File: src/rtl/decode_pkg.sv
// rtl/decode_pkg.sv - shared micro-op type, ALU control codes and RV32I opcode constants
//
// Fields in uop_t carrying a datapath value (imm, tgt_imm, pc) are sized for
// the widest supported XLEN. Immediates are sign-extended across the whole
// field, so the low XLEN bits are always the XLEN-wide sign-extended value.
package decode_pkg;

    localparam int MAX_XLEN = 64;

    typedef struct packed {
        logic [4:0]          rs1;
        logic [4:0]          rs2;
        logic [4:0]          rd;
        logic                rd_rs1;
        logic                rd_rs2;
        logic                reg_write;
        logic                mem_read;
        logic                mem_write;
        logic                src_imm;
        logic                src_pc;
        logic [4:0]          alu_ctl;
        logic [MAX_XLEN-1:0] imm;
        logic [MAX_XLEN-1:0] tgt_imm;
        logic                is_br;
        logic [2:0]          br_f3;
        logic                is_jal;
        logic                is_jalr;
        logic                illegal;
        logic [MAX_XLEN-1:0] pc;
    } uop_t;

    localparam int UOP_W = $bits(uop_t);

    localparam logic [4:0] ALU_AND  = 5'd0;
    localparam logic [4:0] ALU_OR   = 5'd1;
    localparam logic [4:0] ALU_ADD  = 5'd2;
    localparam logic [4:0] ALU_XOR  = 5'd3;
    localparam logic [4:0] ALU_SLL  = 5'd4;
    localparam logic [4:0] ALU_SRL  = 5'd5;
    localparam logic [4:0] ALU_SUB  = 5'd6;
    localparam logic [4:0] ALU_SLT  = 5'd7;
    localparam logic [4:0] ALU_LUI  = 5'd10;
    localparam logic [4:0] ALU_SLTU = 5'd13;
    localparam logic [4:0] ALU_SRA  = 5'd15;
    localparam logic [4:0] ALU_MUL  = 5'd16;
    localparam logic [4:0] ALU_NONE = 5'd31;

    localparam logic [6:0] OP_LUI    = 7'b0110111;
    localparam logic [6:0] OP_AUIPC  = 7'b0010111;
    localparam logic [6:0] OP_JAL    = 7'b1101111;
    localparam logic [6:0] OP_JALR   = 7'b1100111;
    localparam logic [6:0] OP_BRANCH = 7'b1100011;
    localparam logic [6:0] OP_LOAD   = 7'b0000011;
    localparam logic [6:0] OP_STORE  = 7'b0100011;
    localparam logic [6:0] OP_IMM    = 7'b0010011;
    localparam logic [6:0] OP_OP     = 7'b0110011;

    // Integer ALU operation selected by funct3; alt picks sub/sra over add/srl.
    function automatic logic [4:0] alu_of_f3(input logic [2:0] f3, input logic alt);
        case (f3)
            3'b000:  return alt ? ALU_SUB : ALU_ADD;
            3'b001:  return ALU_SLL;
            3'b010:  return ALU_SLT;
            3'b011:  return ALU_SLTU;
            3'b100:  return ALU_XOR;
            3'b101:  return alt ? ALU_SRA : ALU_SRL;
            3'b110:  return ALU_OR;
            default: return ALU_AND;
        endcase
    endfunction

endpackage

File: src/rtl/decode_comb.sv
// rtl/decode_comb.sv - combinational RV32I(+M) instruction decoder producing a uop_t
//
// Ports:
//   instr  in   32    raw instruction word
//   pc     in   XLEN  PC of instr
//   uop    out  uop_t decoded micro-op
module decode_comb
    import decode_pkg::*;
#(
    parameter int XLEN     = 32,
    parameter int ENABLE_M = 0
) (
    input  logic [31:0]     instr,
    input  logic [XLEN-1:0] pc,
    output uop_t            uop
);

    logic [6:0]          opcode;
    logic [2:0]          f3;
    logic [6:0]          f7;
    logic [MAX_XLEN-1:0] imm_i, imm_s, imm_b, imm_u, imm_j;
    logic                slli_ok, sr_ok;

    assign opcode = instr[6:0];
    assign f3     = instr[14:12];
    assign f7     = instr[31:25];

    assign imm_i = {{52{instr[31]}}, instr[31:20]};
    assign imm_s = {{52{instr[31]}}, instr[31:25], instr[11:7]};
    assign imm_b = {{51{instr[31]}}, instr[31], instr[7], instr[30:25], instr[11:8], 1'b0};
    assign imm_u = {{32{instr[31]}}, instr[31:12], 12'b0};
    assign imm_j = {{43{instr[31]}}, instr[31], instr[19:12], instr[20], instr[30:21], 1'b0};

    // RV32 shift amounts are 5 bits, so bit 25 must be clear; RV64 uses 6 bits.
    assign slli_ok = (XLEN == 32) ? (f7 == 7'b0000000)
                                  : (instr[31:26] == 6'b000000);
    assign sr_ok   = (XLEN == 32) ? (f7 == 7'b0000000 || f7 == 7'b0100000)
                                  : (instr[31:26] == 6'b000000 || instr[31:26] == 6'b010000);

    always_comb begin
        logic ill;
        ill = 1'b0;
        uop = '0;

        uop.rs1       = instr[19:15];
        uop.rs2       = instr[24:20];
        uop.rd        = instr[11:7];
        uop.pc        = MAX_XLEN'(pc);
        uop.rd_rs1    = !(opcode == OP_LUI || opcode == OP_AUIPC || opcode == OP_JAL);
        uop.rd_rs2    = (opcode == OP_OP || opcode == OP_STORE || opcode == OP_BRANCH);
        uop.src_imm   = (opcode != OP_OP);
        uop.src_pc    = (opcode == OP_AUIPC || opcode == OP_JAL || opcode == OP_JALR);
        uop.reg_write = 1'b1;
        uop.alu_ctl   = ALU_NONE;

        case (opcode)
            OP_LUI: begin
                uop.alu_ctl = ALU_LUI;
                uop.imm     = imm_u;
            end
            OP_AUIPC: begin
                uop.alu_ctl = ALU_ADD;
                uop.imm     = imm_u;
            end
            OP_JAL: begin
                uop.alu_ctl = ALU_ADD;
                uop.imm     = MAX_XLEN'(4);
                uop.tgt_imm = imm_j;
                uop.is_jal  = 1'b1;
            end
            OP_JALR: begin
                ill         = (f3 != 3'b000);
                uop.alu_ctl = ALU_ADD;
                uop.imm     = MAX_XLEN'(4);
                uop.tgt_imm = imm_i;
                uop.is_jalr = 1'b1;
            end
            OP_BRANCH: begin
                ill           = (f3 == 3'b010 || f3 == 3'b011);
                uop.reg_write = 1'b0;
                uop.tgt_imm   = imm_b;
                uop.is_br     = 1'b1;
                uop.br_f3     = f3;
            end
            OP_LOAD: begin
                ill          = (f3 != 3'b010);
                uop.alu_ctl  = ALU_ADD;
                uop.imm      = imm_i;
                uop.mem_read = 1'b1;
            end
            OP_STORE: begin
                ill           = (f3 != 3'b010);
                uop.alu_ctl   = ALU_ADD;
                uop.imm       = imm_s;
                uop.mem_write = 1'b1;
                uop.reg_write = 1'b0;
            end
            OP_IMM: begin
                uop.imm     = imm_i;
                uop.alu_ctl = alu_of_f3(f3, (f3 == 3'b101) && instr[30]);
                if (f3 == 3'b001)
                    ill = !slli_ok;
                else if (f3 == 3'b101)
                    ill = !sr_ok;
            end
            OP_OP: begin
                if (f7 == 7'b0000000 ||
                    (f7 == 7'b0100000 && (f3 == 3'b000 || f3 == 3'b101)))
                    uop.alu_ctl = alu_of_f3(f3, f7[5]);
                else if (ENABLE_M != 0 && f7 == 7'b0000001)
                    uop.alu_ctl = ALU_MUL + {2'b00, f3};
                else
                    ill = 1'b1;
            end
            default: ill = 1'b1;
        endcase

        // Illegal words still flow down the pipe, but must not change any state.
        if (ill) begin
            uop.illegal   = 1'b1;
            uop.alu_ctl   = ALU_NONE;
            uop.reg_write = 1'b0;
            uop.mem_read  = 1'b0;
            uop.mem_write = 1'b0;
            uop.is_br     = 1'b0;
            uop.is_jal    = 1'b0;
            uop.is_jalr   = 1'b0;
        end
    end

endmodule

File: src/rtl/decode_queue.sv
// rtl/decode_queue.sv - decode stage with DEPTH-entry micro-op FIFO and jalr hold
//
// Ports:
//   clk, rst_n            clock, synchronous active-low reset
//   in_valid/in_ready     fetch handshake; in_instr, in_pc carry the word
//   flush                 discard all queued uops and any jalr hold
//   jalr_done             execute resolved the outstanding jalr
//   out_valid/out_ready   issue handshake; out_uop is the head uop (0 when empty)
//   count                 occupied entries
module decode_queue
    import decode_pkg::*;
#(
    parameter int XLEN     = 32,
    parameter int DEPTH    = 4,
    parameter int ENABLE_M = 0
) (
    input  logic                     clk,
    input  logic                     rst_n,
    input  logic                     in_valid,
    output logic                     in_ready,
    input  logic [31:0]              in_instr,
    input  logic [XLEN-1:0]          in_pc,
    input  logic                     flush,
    input  logic                     jalr_done,
    output logic                     out_valid,
    input  logic                     out_ready,
    output uop_t                     out_uop,
    output logic [$clog2(DEPTH):0]   count
);

    localparam int          PW       = $clog2(DEPTH);
    localparam logic [PW:0] FULL_CNT = (PW+1)'(DEPTH);

    uop_t          mem [DEPTH];
    uop_t          dec_uop;
    logic [PW-1:0] wr_ptr, rd_ptr;
    logic [PW:0]   count_q;
    logic          jalr_pending;
    logic          push, pop;

    decode_comb #(.XLEN(XLEN), .ENABLE_M(ENABLE_M)) u_decode (
        .instr (in_instr),
        .pc    (in_pc),
        .uop   (dec_uop)
    );

    // in_ready depends only on registered state, so there is no
    // combinational out_ready -> in_ready path even when full.
    assign in_ready  = (count_q != FULL_CNT) && !jalr_pending;
    assign out_valid = (count_q != '0);
    assign push      = in_valid && in_ready;
    assign pop       = out_valid && out_ready;
    assign count     = count_q;
    assign out_uop   = out_valid ? mem[rd_ptr] : '0;

    always_ff @(posedge clk) begin
        if (rst_n && !flush && push)
            mem[wr_ptr] <= dec_uop;
    end

    always_ff @(posedge clk) begin
        if (!rst_n || flush) begin
            wr_ptr       <= '0;
            rd_ptr       <= '0;
            count_q      <= '0;
            jalr_pending <= 1'b0;
        end else begin
            if (push)
                wr_ptr <= wr_ptr + PW'(1);
            if (pop)
                rd_ptr <= rd_ptr + PW'(1);
            case ({push, pop})
                2'b10:   count_q <= count_q + (PW+1)'(1);
                2'b01:   count_q <= count_q - (PW+1)'(1);
                default: count_q <= count_q;
            endcase
            // A push is impossible while pending, so a jalr_done arriving with
            // nothing outstanding can never clear a freshly accepted jalr.
            if (push && dec_uop.is_jalr)
                jalr_pending <= 1'b1;
            else if (jalr_done)
                jalr_pending <= 1'b0;
        end
    end

endmodule
File: config.mk
export PLATFORM = sky130hd
export DESIGN_NAME = decode_queue
export DESIGN_NICKNAME = d
export VERILOG_FILES = /design/src/rtl/decode_pkg.sv /design/src/rtl/decode_comb.sv /design/src/rtl/decode_queue.sv
export SDC_FILE = /design/constraint.sdc
export NUM_CORES = 1
export LEC_CHECK = 0
export ABC_CLOCK_PERIOD_IN_PS = 6900
export BUFFER_PORTS_ARGS = -buffer_cell sky130_fd_sc_hd__buf_4
export CAP_MARGIN = 10
export CORE_MARGIN = 4
export CORE_UTILIZATION = 40
export CTS_CLUSTER_SIZE = 25
export DETAILED_ROUTE_END_ITERATION = 10
export GPL_ROUTABILITY_DRIVEN = 0
export HOLD_SLACK_MARGIN = 0.1
export PLACE_DENSITY = 0.67
export REMOVE_ABC_BUFFERS = 1
export SLEW_MARGIN = 25
export SYNTH_ARGS = -nofsm -noshare
export SYNTH_HDL_FRONTEND = slang
export SYNTH_SLANG_ARGS = --single-unit
File: constraint.sdc
create_clock -name clk -period 6.9 [get_ports clk]
set_input_delay 1.38 -clock clk [delete_from_list [all_inputs] [get_ports clk]]
set_output_delay 1.38 -clock clk [all_outputs]
set_load 0.1 [all_outputs]
==> flow_results.org, run 1 <==
** Status
- The flow ran to the end, and the final reports show no timing, DRC or antenna violations.

** Clocking
- Counting every sink on the clock net gives 486.
- TritonCTS built the clock tree.
- Once the clock tree was built, the setup fixing pass inserted 0 buffers.
- PostCTS Resize Cnt :: 0
- The tree is rooted in a sky130_fd_sc_hd__clkbuf_16.
- H-tree levels :: 2
- Clock slew seen by the registers of the worst setup and hold paths :: 60 ps
- Clock latency on the worst-skew pair, taken at its later pin, is 590 ps.
- Counting the buffers created by CTS gives 51.
- Hold-fix buffers at CTS :: 0
- Maximum number of buffers from clock root to sink :: 3

** STA
- Hold is met by 471 ps.
- Setup repair after global routing left no endpoint under its margin.
- Total count of hold-check failures in the final report :: 0
- At the pin with the least slew margin, the transition time is 927 ps.
- Setup-failing EPs final :: 0
- Worst max-slew margin expressed relative to the limit :: 38.2%
- Number of max-slew violations in the final report :: 0
- Minimum clock period after layout :: 4490 ps
- Timing would allow up to 0.223 GHz.
- The final critical path takes up 65.0% of the cycle.
- Worst Clk Skew :: 14.8 ps
- Once routing completed, OpenROAD measured the worst setup slack at 2410 ps.
- For the final routed database, the setup TNS stands at 0 ps.

** GRT
- The number of global-route vias before repair is 10,665.
- Entering global routing, the biggest net connects 83 pins.
- Global router's overall resource usage :: 16.5%
- The number of antenna violations at the first check in global routing is 1.
- Overflow left after global routing :: 0
- The first global-routing pass estimated 67,000 µm of wire.

** Route
- Number of vias after detailed routing :: 10,122
- Total iterations of the first detailed-routing run :: 5
- DRC violations left :: 0
- Remaining antenna violation count after routing :: 0
- Number of violations reported at the end of detailed-routing iteration 0 :: 569
- The routed design has 45,000 µm of wire.
- Avg WL per Cell :: 22.8 µm
- Avg Vias per Cell :: 5.12

** Setup path
- In this run the worst path has a maximum fanout of 82.
- Arrival time reported for the critical path endpoint :: 3110 ps
- The worst register-to-register path has a setup slack of 3890 ps.
- STA classifies the critical path startpoint as a flip-flop.
- At the worst endpoint, the required time is 5520 ps.
- Classification of the worst setup path :: flip-flop to primary output
- Counting cells, the worst reg-to-reg path comes to 5.
- In this run the critical register-to-register path is captured at mem[0][28].
- CP Capture Type :: primary output
- Beginning of the worst register-to-register path :: count[0]

** Cells and area
- Final instance count without filler cells :: 1,976
- Layout filler cell count :: 4,153
- Layout Cell Area excl Fill :: 0.0238 mm²
- Core occupancy in the finished layout :: 48.4%
- After the last flow step, the layout net total stands at 1,345.
- Compared with the post-synthesis result, the final layout area differs by 18.7%.
- In the final layout, the share of cells above drive strength 1 is 37.4%.

** Logic synthesis
- After synthesis, flip-flops and latches occupy 72.2% of the total area.
- Leading post-synthesis cells by cell area :: sky130_fd_sc_hd__edfxtp_1, sky130_fd_sc_hd__mux4_2, sky130_fd_sc_hd__and2_1, sky130_fd_sc_hd__buf_4, sky130_fd_sc_hd__a21o_1
- Post-synth top area cell :: sky130_fd_sc_hd__edfxtp_1
- Count of unique library cells instantiated by Yosys :: 47
- Post-synthesis area per instance :: 18.9 µm²
- Warning count from the yosys run :: 0
- Synthesis inferred 486 register bits.
- Area share of the leading cell type in the synthesized netlist :: 71.2%
- The synthesized design contains 476 enable-type register cells.
- For this run, asynchronously set or reset flops after synthesis account for 0%.
- Ys flop type :: sky130_fd_sc_hd__edfxtp_1
- Synthesis produced a netlist whose cell count is 1,061.
- Combined area of all synthesized cells :: 0.0201 mm²

** Pwr
- In this run the static leakage power is 8.27 nW.
- Power comes to 6.63 mW.
- VDD sags by at most 0.172 mV.
- Power density over the cells :: 278 mW/mm²

** Floorplanning
- After floorplanning, the core was sized to cover 0.0493 mm².
- Initial cell density of the core :: 40.8%
- Measured along the y axis, the die boundary spans 232 µm.
- The initialized floorplan defines 81 standard-cell rows.
- In this run the count of I/O pins placed on the die edge is 301.
- Floorplan die width :: 232 µm
- The die covers 0.0538 mm².

** Min path
- The worst hold path was traced through 2 stages.
- In this run the most critical hold path is launched from jalr_pending.
- The path class of the tightest hold or removal check is flip-flop to flip-flop.
- End of the worst hold path :: jalr_pending

** Placed design
- The number of placed instances, taps included, is 1,880.
- Before CTS, the worst setup slack after placement is 2760 ps.
- Post-DP Area :: 0.0222 mm²
- Once detailed placement completed, the half-perimeter wirelength came to 26,400 µm.
- Input/output buffers :: 268

** Job
- The tool flagged a number of max-cap violations equal to 0.
## worst max-delay path, cell delays in order (launching register included)
cell	delay (ps)
sky130_fd_sc_hd__dfxtp_4	750
sky130_fd_sc_hd__buf_12	640
sky130_fd_sc_hd__mux4_2	590
sky130_fd_sc_hd__and2_1	210
sky130_fd_sc_hd__buf_4	240
## cells in the final DEF, fill, tap and decap left out, types with 6 or more instances in the layout
master	count
sky130_fd_sc_hd__a21o_1	28
sky130_fd_sc_hd__and2_1	131
sky130_fd_sc_hd__buf_4	283
sky130_fd_sc_hd__clkbuf_1	7
sky130_fd_sc_hd__clkbuf_16	53
sky130_fd_sc_hd__clkinv_1	15
sky130_fd_sc_hd__clkinv_2	13
sky130_fd_sc_hd__conb_1	32
sky130_fd_sc_hd__dfxtp_1	8
sky130_fd_sc_hd__edfxtp_1	476
sky130_fd_sc_hd__inv_1	10
sky130_fd_sc_hd__mux4_2	119
sky130_fd_sc_hd__nand2_1	9
sky130_fd_sc_hd__nand3_1	6
sky130_fd_sc_hd__nor2_1	22
sky130_fd_sc_hd__nor2b_1	8
## cell usage after synthesis (5+ instances only)
cell type	count
sky130_fd_sc_hd__ha_1	5
sky130_fd_sc_hd__inv_1	10
sky130_fd_sc_hd__dfxtp_1	10
sky130_fd_sc_hd__buf_1	5
sky130_fd_sc_hd__a21o_1	28
sky130_fd_sc_hd__and2_1	133
sky130_fd_sc_hd__and3_1	7
sky130_fd_sc_hd__buf_4	107
sky130_fd_sc_hd__nor2_1	22
sky130_fd_sc_hd__a21oi_1	5
sky130_fd_sc_hd__a22oi_1	5
sky130_fd_sc_hd__edfxtp_1	476
sky130_fd_sc_hd__a22o_1	5
sky130_fd_sc_hd__clkbuf_1	33
sky130_fd_sc_hd__nand3_1	6
sky130_fd_sc_hd__mux4_2	119
sky130_fd_sc_hd__buf_2	16
sky130_fd_sc_hd__nor2b_1	8
sky130_fd_sc_hd__nand2_1	9
## routing by layer
layer	GRT usage, %	up-vias	routed length [µm]
met5	0	-	0
met4	5.08	0	969
met3	3.55	69	2840
met2	26.5	308	21500
met1	22.7	5300	19600
li1	-	4445	-
## worst max-delay path by stage
| stage | to | slack (ps) | cells past startpoint |
|---|---|---|---|
| after CTS | out_uop[68] | 2300 | 4 |
| after global routing | out_uop[67] | 2170 | 4 |
| final | out_uop[68] | 2410 | 4 |
| after global placement | mem[0][130] | 2750 | 6 |
| after detailed placement | mem[0][120] | 2760 | 6 |
| after floorplan | out_uop[100] | -29120 | 2 |
## flip-flops by register name (all words and copies together) (netlist names), named ones only
name,cells
rd_ptr,2
wr_ptr,2
count,3
jalr_pending,1
mem,476
## area by class of cell
| type | instances | area [µm²] | share of cell area (%) |
|---|---|---|---|
| tap | 664 | 831 | 3.49 |
| multi-input combinational | 434 | 4660 | 19.6 |
| antenna | 1 | 2.50 | 0.0105 |
| clock buffer | 60 | 1350 | 5.68 |
| inverter | 11 | 41.3 | 0.173 |
| sequential | 486 | 14500 | 60.9 |
| clock inverter | 35 | 270 | 1.13 |
| timing repair buffer | 285 | 2160 | 9.08 |
## logic make-up after synthesis
family / Yosys count / synth area share (%)
muxes: 120 / 13.4
other: 1 / 0.0187
adders and majority gates: 6 / 0.411
DFF: 486 / 72.2
AOI/OAI and AO/OA: 62 / 2.31
buffers and inverters: 172 / 5.32
xor gates and xnor gates: 6 / 0.262
and+or+nand+nor: 208 / 6.11
## report_power, final
part	switching, mW	internal, mW	total [mW]
combinational	0.558	0.147	0.705
sequential	0.00936	3.25	3.26
clock	1.12	1.55	2.67
total	1.69	4.94	6.63
Note: power is estimated with default switching activity, not from simulation.
==> run 2: changes to the inputs <==
--- a/config.mk
+++ b/config.mk
@@ -5,7 +5,7 @@
 export SDC_FILE = /design/constraint.sdc
 export NUM_CORES = 1
 export LEC_CHECK = 0
-export ABC_CLOCK_PERIOD_IN_PS = 6900
+export ABC_CLOCK_PERIOD_IN_PS = 4400
 export BUFFER_PORTS_ARGS = -buffer_cell sky130_fd_sc_hd__buf_4
 export CAP_MARGIN = 10
 export CORE_MARGIN = 4
==> constraint.sdc (replaced) <==
create_clock -name clk -period 4.4 [get_ports clk]
set_input_delay 0.88 -clock clk [delete_from_list [all_inputs] [get_ports clk]]
set_output_delay 0.88 -clock clk [all_outputs]
set_load 0.1 [all_outputs]
==> flow_results.org, run 2 (synthesized netlist as in run 1, its figures left out) <==
** STA
- Setup repair after global routing left no endpoint under its margin.
- Final critical-path share of the clock period :: 80.5%
- The total count of max-transition violations in the final report is 0.
- Worst max-slew margin expressed relative to the limit :: 40.5%
- Setup-failing EPs final :: 0
- Transition time at the pin with the least slew margin :: 889 ps
- Total count of hold-check failures in the final report :: 0
- Worst Clk Skew :: 9.84 ps
- For this run, the top clock speed supported by timing is 0.282 GHz.
- Minimum clock period after layout :: 3540 ps

** Pwr
- Dividing total power by cell area gives a power density of 430 mW/mm².
- For this design the static power due to leakage is 8.29 nW.
- The worst-case IR drop observed on VDD is 0.289 mV.

** Job
- Across the run, the number of max-cap violations was 0.

** GRT
- Overflow left after global routing :: 0
- The first global-routing pass estimated 66,600 µm of wire.
- Initial antenna violation count :: 2
- Number of global-route vias before repair :: 10,518
- Global router's overall resource usage :: 16.4%
- Pin count of the biggest net entering global routing :: 62

** Clocking
- Sink count of the clock tree :: 486
- In this run the deepest clock path goes through 3 buffers.
- In this run, post-CTS repair resized a total of 0 instances.
- Total CTS buffers :: 50
- Clock-pin slew was measured on the worst setup and hold paths at 50 ps.
- Clock latency on the worst-skew pair, taken at its later pin, is 580 ps.
- H-tree levels :: 2
- TritonCTS built the clock tree.
- The tree is rooted in a sky130_fd_sc_hd__clkbuf_16.
- Buffers inserted during post-CTS setup optimization :: 0
- Hold-fix buffers at CTS :: 0

** Setup path
- Classification of the worst setup path :: flip-flop to primary output
- STA classifies the critical path startpoint as a flip-flop.
- For the worst setup path, the data required time is 3520 ps.
- The worst register-to-register path has a depth of 9.
- Arrival time reported for the critical path endpoint :: 2660 ps
- Largest fanout on the critical path :: 61
- The worst setup path is captured at a primary output.

** Floorplanning
- Die area :: 0.0538 mm²
- Floorplan die width :: 232 µm
- Placeable core region :: 0.0493 mm²
- Number of top-level pins :: 301
- Once the floorplan was initialized, standard cells occupied 40.8% of the core.
- Vertical die dimension :: 232 µm
- Number of rows created at floorplan :: 81

** Placed design
- Summing all placed instances gives a cell area of 0.0223 mm².
- Detailed placement HPWL :: 27,400 µm
- The number of placed instances, taps included, is 1,886.
- Input/output buffers :: 268

** Cells and area
- From synthesis to final layout, the design area changed by 19.1%.
- The post-route netlist has 37.3% of its cells at a drive strength greater than 1.
- Layout Cell Area excl Fill :: 0.0239 mm²
- Leaving out fill and tap cells, the most frequent cells in the layout are sky130_fd_sc_hd__edfxtp_1, sky130_fd_sc_hd__buf_4, sky130_fd_sc_hd__and2_1.
- Final Net Count :: 1,350
- The register with the most flip-flops in the layout has 476 of them.
- Final instance count without filler cells :: 1,980
- Leaving out fill and tap cells, the most frequent cell in the layout is sky130_fd_sc_hd__edfxtp_1.
- The register with the most flip-flops in the final layout is mem.

** Route
- Avg WL per Cell :: 22.6 µm
- Met1 Wirelength :: 19,200 µm
- Number of violations reported at the end of detailed-routing iteration 0 :: 649
- Total iterations of the first detailed-routing run :: 5
- Avg Vias per Cell :: 5.12
- DRC violations left :: 0
- Number of vias after detailed routing :: 10,138
- Sum of met3 wire segment lengths after detailed routing :: 3130 µm
- Top metal layer carrying routed signals :: met5
- Remaining antenna violation count after routing :: 0
- Summed over all layers, the routed wires come to 44,800 µm.
- Met2 routed WL :: 21,700 µm

** Min path
- Class of the most critical hold timing path :: flip-flop to flip-flop
- Cell count of the worst hold path :: 2

** Status
- Outcome :: finished, final reports clean
## run 2: layer usage
| layer | GRT usage, % | up-vias |
|---|---|---|
| met5 | 0 | - |
| met1 | 22.7 | 5335 |
| met3 | 4.15 | 59 |
| li1 | - | 4447 |
| met2 | 26.2 | 295 |
| met4 | 4.20 | 2 |
## run 2: where the power goes
part	internal (mW)	switching, mW
Sequential	5.09	0.0126
Combinational	0.234	0.879
Clock	2.37	1.70
## run 2: area by class of cell
cell class | count | area [µm²]
timing repair buffer | 291 | 2280
antenna | 1 | 2.50
inverter | 11 | 41.3
clock inverter | 28 | 215
clock buffer | 65 | 1370
tap | 664 | 831
multi-input combinational | 434 | 4660
fill | 4150 | 25300
sequential | 486 | 14500
## run 2: critical path, cell delays in order, from the launching register on
cell and delay [ps]:
sky130_fd_sc_hd__dfxtp_1 390, sky130_fd_sc_hd__or3_4 200, sky130_fd_sc_hd__buf_4 530, sky130_fd_sc_hd__and2_1 220, sky130_fd_sc_hd__buf_4 350, sky130_fd_sc_hd__buf_4 370
## run 2: through the flow
stage	hold slack [ps]	power [mW]	TNS, ps	setup WS (ps)	utilization (%)
floorplan	445	6.04	-3551760	-31120	-
global placement	464	6.31	0	1350	45.3
detailed placement	474	6.32	0	1290	45.3
CTS	455	10.4	0	664	48.5
global route	470	10.7	0	642	48.5
finish	477	10.3	0	859	48.5
## run 2: worst paths after layout
check	startpoint	end	slack, ps
min reg2reg	jalr_pending	jalr_pending	480
max	count[2]	out_uop[128]	860
max reg2reg	count[2]	count[2]	1640
min	jalr_pending	jalr_pending	480
